**src/rtl/fifo_flags_buf.sv**
```systemverilog
// Circular-queue FIFO with occupancy count, almost-full/almost-empty flags,
// sticky overflow/underflow flags and an optional registered read stage.
module fifo_flags_buf #(
    parameter int DATA_WIDTH = 8,
    parameter int ADDR_WIDTH = 3,
    parameter int AF_LEVEL   = 6,
    parameter int AE_LEVEL   = 1,
    parameter bit OUT_REG    = 1'b0
) (
    input  logic                  clk,
    input  logic                  reset,
    input  logic                  wr,
    input  logic [DATA_WIDTH-1:0] w_data,
    input  logic                  rd,
    input  logic                  clr_err,
    output logic [DATA_WIDTH-1:0] r_data,
    output logic                  r_valid,
    output logic                  full,
    output logic                  empty,
    output logic                  almost_full,
    output logic                  almost_empty,
    output logic [ADDR_WIDTH:0]   count,
    output logic                  overflow,
    output logic                  underflow
);

    localparam int DEPTH = 2 ** ADDR_WIDTH;
    localparam logic [ADDR_WIDTH:0] CNT_FULL = (ADDR_WIDTH + 1)'(DEPTH);
    localparam logic [ADDR_WIDTH:0] CNT_AF   = (ADDR_WIDTH + 1)'(AF_LEVEL);
    localparam logic [ADDR_WIDTH:0] CNT_AE   = (ADDR_WIDTH + 1)'(AE_LEVEL);

    logic [DATA_WIDTH-1:0] mem [DEPTH];

    logic [ADDR_WIDTH-1:0] w_ptr_q, w_ptr_d;
    logic [ADDR_WIDTH-1:0] r_ptr_q, r_ptr_d;
    logic [ADDR_WIDTH:0]   count_q, count_d;
    logic                  ovf_q, ovf_d;
    logic                  udf_q, udf_d;
    logic                  rd_ok, wr_ok;

    assign full         = (count_q == CNT_FULL);
    assign empty        = (count_q == '0);
    assign almost_full  = (count_q >= CNT_AF);
    assign almost_empty = (count_q <= CNT_AE);
    assign count        = count_q;
    assign overflow     = ovf_q;
    assign underflow    = udf_q;

    // A pop on a full FIFO frees the slot the simultaneous write lands in.
    assign rd_ok = rd & ~empty;
    assign wr_ok = wr & (~full | rd_ok);

    always_comb begin
        w_ptr_d = w_ptr_q;
        r_ptr_d = r_ptr_q;
        count_d = count_q;
        ovf_d   = clr_err ? 1'b0 : ovf_q;
        udf_d   = clr_err ? 1'b0 : udf_q;

        if (wr_ok) w_ptr_d = w_ptr_q + 1'b1;
        if (rd_ok) r_ptr_d = r_ptr_q + 1'b1;

        unique case ({wr_ok, rd_ok})
            2'b10:   count_d = count_q + 1'b1;
            2'b01:   count_d = count_q - 1'b1;
            default: count_d = count_q;
        endcase

        // New errors win over a same-edge clear.
        if (wr & ~wr_ok) ovf_d = 1'b1;
        if (rd & empty)  udf_d = 1'b1;
    end

    always_ff @(posedge clk or posedge reset) begin
        if (reset) begin
            w_ptr_q <= '0;
            r_ptr_q <= '0;
            count_q <= '0;
            ovf_q   <= 1'b0;
            udf_q   <= 1'b0;
        end else begin
            w_ptr_q <= w_ptr_d;
            r_ptr_q <= r_ptr_d;
            count_q <= count_d;
            ovf_q   <= ovf_d;
            udf_q   <= udf_d;
        end
    end

    always_ff @(posedge clk) begin
        if (wr_ok) mem[w_ptr_q] <= w_data;
    end

    if (OUT_REG) begin : g_oreg
        logic [DATA_WIDTH-1:0] r_data_q, r_data_d;
        logic                  r_valid_q, r_valid_d;

        always_comb begin
            r_data_d  = r_data_q;
            r_valid_d = rd_ok;
            if (rd_ok) r_data_d = mem[r_ptr_q];
        end

        always_ff @(posedge clk or posedge reset) begin
            if (reset) begin
                r_data_q  <= '0;
                r_valid_q <= 1'b0;
            end else begin
                r_data_q  <= r_data_d;
                r_valid_q <= r_valid_d;
            end
        end

        assign r_data  = r_data_q;
        assign r_valid = r_valid_q;
    end else begin : g_comb
        assign r_data  = mem[r_ptr_q];
        assign r_valid = 1'b0;
    end

endmodule

```
**config.mk**
```make
export PLATFORM = sky130hd
export DESIGN_NAME = fifo_flags_buf
export DESIGN_NICKNAME = d
export VERILOG_FILES = /design/src/rtl/fifo_flags_buf.sv
export SDC_FILE = /design/constraint.sdc
export NUM_CORES = 1
export LEC_CHECK = 0
export CORE_MARGIN = 2
export CORE_UTILIZATION = 55
export DETAILED_ROUTE_END_ITERATION = 8
export GPL_TIMING_DRIVEN = 0
export PLACE_DENSITY_LB_ADDON = 0.12
export SLEW_MARGIN = 20
export SYNTH_ARGS = -nofsm -noshare
export SYNTH_HDL_FRONTEND = slang
export SYNTH_SLANG_ARGS = --single-unit
```
**constraint.sdc**
```tcl
create_clock -name clk -period 2.8 [get_ports clk]
set_clock_uncertainty 0.05 [all_clocks]
set_input_delay 0.28 -clock clk [delete_from_list [all_inputs] [get_ports clk]]
set_output_delay 0.28 -clock clk [all_outputs]
set_load 0.02 [all_outputs]
```
## Word level (Yosys, flattened, before mapping)

Memory sizes are Yosys's and may differ from the RTL's.
Index checks and enable logic that the tools add are counted.

- Bits in registers: 12
- Bits in writable memories: 64
- Input bits: 13
- Output and inout port bits: 19
- Logic and storage cells: 33
- Memories: 1

Memories:

| name | words | width | read ports | clocked after memory_dff | write ports | RTL line | RTL |
|---|---|---|---|---|---|---|---|
| mem | 8 | 8 | 1 | 0 | 1 | 32 | `logic [DATA_WIDTH-1:0] mem [DEPTH];` |

- $add $sub $neg: 4
- $lt $le $gt $ge: 2
- Equal/unequal tests: 3
- Muxes and demuxes: 6
- Bitwise gates (word level): 8
- Reductions and logical operators: 4

Operators by type and width:

| kind | number |
|---|---|
| 4-bit case mux with 2 select lines | 1 |
| 3-bit by 1-bit adder with 3-bit output, second input constant | 2 |
| 2-bit nonzero test | 3 |
| 1-bit two-way mux | 5 |
| 4-bit by 1-bit adder with 4-bit output, second input constant | 1 |
| 1-bit bitwise AND | 4 |
| 4-bit == test, second input constant | 1 |
| 4-bit by 3-bit >= comparator with 1-bit output, second input constant | 1 |
| 4-bit by 1-bit <= comparator with 1-bit output, second input constant | 1 |
| 4-bit logical NOT | 1 |
| 4-bit by 1-bit subtractor with 4-bit output, second input constant | 1 |
| 1-bit inverter | 3 |
| 2-bit by 1-bit == test with 1-bit output, second input constant | 1 |
| 2-bit == test, second input constant | 1 |
| 1-bit OR | 1 |

## Logic depth before layout (Yosys ltp)

Gate-level depths: netlist of the first run.

- Depth in word-level cells: 8
- Mapped depth: 7
- Depth with buffers taken out: 7

## Least setup slack after synthesis of the first run

OpenSTA, ideal clock, no wires.

- Path type: flip-flop to flip-flop
- From: register count_q[0] (netlist: count[0])
- To: memory mem[0][0], enable pin
- Setup time: 395 ps
- Arrival: 2044 ps
- Required time: 2355 ps
- Setup slack: 311 ps
- Cell stages (with the launch flop): 6
- Buffers on the path: 0
- Period minus slack after synthesis: 2489 ps
- Path through: dfrtp_1 > inv_1 > ha_1 > nand3b_1 > o21ai_1 > nor4_1

- Longest elaborated chain between the ends: 7
- Elaborated cells on any way between the ends: 9
- Those cells by class: eq/ne (1); mux (2); bitwise (5); reduce/logical (1)

RTL lines:

| item | RTL line | RTL |
|---|---|---|
| from (decl) | 36 | `logic [ADDR_WIDTH:0] count_q, count_d;` |
| from (signal assigned) | 84 | `count_q <= count_d;` |
| 4-bit logical NOT | 42 | `assign empty = (count_q == '0);` |
| 1-bit inverter | 50 | `assign rd_ok = rd & ~empty;` |
| 1-bit bitwise AND | 50 |  |
| 1-bit OR * | 51 | `assign wr_ok = wr & (~full \| rd_ok);` |
| 1-bit bitwise AND * | 51 |  |
| 1-bit two-way mux * | 91 | `if (wr_ok) mem[w_ptr_q] <= w_data;` |
| 1-bit two-way mux (not written as such) * | 91 |  |
| to (decl) | 32 |  |

Mark *: on every way between the ends. The rest lies on a longest branch, timed or not.

## Final worst setup path of the first run

- From: register r_ptr_q[0]
- To: output port r_data[0]

- Longest elaborated chain between the ends: 1

RTL lines:

| item | RTL line | RTL |
|---|---|---|
| from (decl) | 35 | `logic [ADDR_WIDTH-1:0] r_ptr_q, r_ptr_d;` |
| from (signal assigned) | 83 | `r_ptr_q <= r_ptr_d;` |
| memory 8 x 8 bit | n/a |  |
| to (decl) | 16 | `output logic [DATA_WIDTH-1:0] r_data,` |

No other way between the ends.

==> results of run 1 <==
## cell type report
type	count	area, sq um	area share [%]
tap	75	93.8	2.40
clock buffer	9	124	3.17
clock inverter	7	98.8	2.53
timing repair buffer	31	312	7.97
inverter	7	26.3	0.672
multi-input combinational	92	965	24.7
buffer	8	65.1	1.67
sequential	76	2220	56.9
## worst max-delay path by stage
stage / startpoint / to / slack, ns / depth (start not counted)
after global routing: r_ptr_q[0]$_DFFE_PP0N_ / r_data[4] / 0.03 / 5
final: r_ptr_q[0]$_DFFE_PP0N_ / r_data[0] / 0.11 / 5
after global placement: count[1]$_DFFE_PP0P_ / mem[0][4]$_DFFE_PP_ / -0.44 / 5
after floorplan: count[0]$_DFFE_PP0P_ / mem[0][0]$_DFFE_PP_ / 0.31 / 5
after detailed placement: r_ptr_q[1]$_DFFE_PP0N_ / r_data[6] / 0.17 / 5
after CTS: r_ptr_q[0]$_DFFE_PP0N_ / r_data[3] / 0.02 / 5
## registers in the layout, summed over array words and instances, names as in the netlist
name,flops
count,4
mem,64
overflow,1
r_ptr_q,3
underflow,1
w_ptr_q,3
## critical path: cells and delay by family, from the launching register on
kind,cells,cell delay (ns)
flip-flops,1,0.37
buffers and inverters,3,0.86
multiplexers,2,0.77
## metal layers
layer  wire [um]  up-vias  global-route usage [%]
met1        2640      888                    27.6
met4          59        0                    5.93
met3         229        7                    6.67
met2        3020       45                    32.5
met5           0        -                       0
li1            -      803                       -
## power by group
group	internal (uW)	switching, uW	total (uW)
Combinational	787	778	1560
Clock	506	407	912
Sequential	1450	162	1620
## through the flow
| stage | setup slack [ns] | hold slack [ns] |
|---|---|---|
| after floorplan | 0.311 | 0.0947 |
| after global placement | -0.437 | 0.429 |
| after detailed placement | 0.175 | 0.446 |
| after CTS | 0.0202 | 0.157 |
| after global routing | 0.0348 | 0.176 |
| final | 0.111 | 0.163 |
## cell usage after synthesis (2+ instances only)
master / number
xnor2_1: 5
mux4_2: 4
mux2_2: 8
nand2b_1: 4
ha_1: 6
nand2_1: 14
buf_4: 2
dfrtp_1: 12
nor3_1: 8
nand3_1: 2
buf_2: 3
xor2_1: 2
mux4_1: 12
edfxtp_1: 64
nor2_1: 8
inv_1: 7
## cell families after synthesis
family	share of synthesized area, %
xor+xnor	1.88
fa+ha+maj	2.31
buf+inv	2.92
compound gates	2.96
flops	68.3
other cells	0.115
simple gates	6.27
mux	15.2
==> reports/results.ini, run 1 <==
[outcome]
status=finished clean

[timing]
finalWorstPathRequiredPeriod_ns=2.69
maxSlewHeadroom_pct=36.6
setup_violations=0
rsz0062_at_grt=false
final-max-slew-violation-count=0
fin_tns_setup_ns=0
fmax_ghz=0.372
worstMarginPinSlew_ns=0.948
fin_crit_sh_pct=96.0
final_hold_viol_count=0

[clocking]
htreeDepth=3
cts_max_path_buffers=2
clk_pin_slew_ns=0.08
cts_resized=2
clkLatencyLatePin_ns=0.35
root_buffer=clkbuf_8
cts_setup_buffers=0
numClockSinks=76
hold_buffers=0
cts-buffers-inserted=9
tritoncts=built

[cells_and_area]
stdcell_area_sq_um=3910
drive_gt1_share_pct=20.4
diodes=0
fin_nets=244
final_common_cell=edfxtp_1
syn_to_final_growth_pct=20.1
layout_common_cells=edfxtp_1 (64), clkdlybuf4s50_1 (24), nand2_1 (14), mux4_1 (12), dfrtp_1 (11)
fillers=409
post-route-util_pct=67.2
fin_cells=305

[yosys]
yosysTopAreaCellShare_pct=59.1
yosys.area.top_type=edfxtp_1
avgSynthCellArea_sq_um=17.7
synthFlopType=edfxtp_1
synth_area_leaders=edfxtp_1 (59%), mux4_1 (9.7%), dfrtp_1 (9.2%), mux2_2 (2.8%), mux4_2 (2.8%)
syn_inst=184
syn_nets=203
async_reset_ff_share_pct=15.8
yosysWarnings=0
synth.distinct_cells=39
synth-edff-count=64
synth-seq-cells=76
syn_area_sq_um=3250
ys_seq_area_share_pct=68.3

[global_route]
grt.total_usage_pct=20.5
grt_pass1_vias=1786
gr-total-overflow=0
grt_max_degree=15
grt_antenna_before_repair=0
grt_pass1_wl_um=9230

[floorplan]
die_w_um=80.9
core.rowCount=28
die_h_um=80.9
initial_core_util_pct=55.9
io_pins=32
die_area_sq_um=6550
core_sq_um=5820

[worst_hold_path]
min_to=underflow$_DFFE_PP0P_
min_from=rd
hold_depth=2
hold_class=input port to flop

[power_and_ir_drop]
finalPower_uw=4090
ir_drop_v=0.000586
powerDensity_nw_per_um2=1050
p_leak_uw=0.00144

[critical_path]
reg2regPathDepth=6
worstPathRequired_ns=2.47
crit_path_cell_trace=buf_6 > buf_12 > mux4_2 > mux2_2 > clkdlybuf4s50_1
cpPeakStageDelay_ns=0.53
critPathSlowestCell=clkdlybuf4s50_1
crit_fanout=10
critPathCaptureType=primary output
worst_setup_path_start_kind=flop
r2r-end=mem[3][2]$_DFFE_PP_
crit_arrival_ns=2.36
r2r_setup_slack_ns=0.26
r2r_start=count[1]$_DFFE_PP0P_
worstSetupPathType=flop to primary output

[detailed_routing]
viasPerCell=5.71
dr.pass1.iters=4
drt_iter0_drc=115
postRouteAntennaNets=0
drt_wl_total_um=5950
num_vias=1743
wl_per_cell_um=19.5
drc=0

[placed_design]
place_area_sq_um=3680
dp.cells=290
gp_congestion=0.783
dpl.hpwl_um=3910
io_buffers=29

[flow_run]
drv_cap=0

(Power assumes the default switching activity.)
==> inputs of run 2 (changes only) <==
ABC_CLOCK_PERIOD_IN_PS = 2800   (was default)
==> results of run 2 <==
Final layout, timing and power as in run 1 (identical DEF).
==> inputs of run 3 (changes only) <==
GPL_ROUTABILITY_DRIVEN = 0   (was default)
==> results of run 3 <==
Final layout, timing and power as in run 1 (identical DEF).
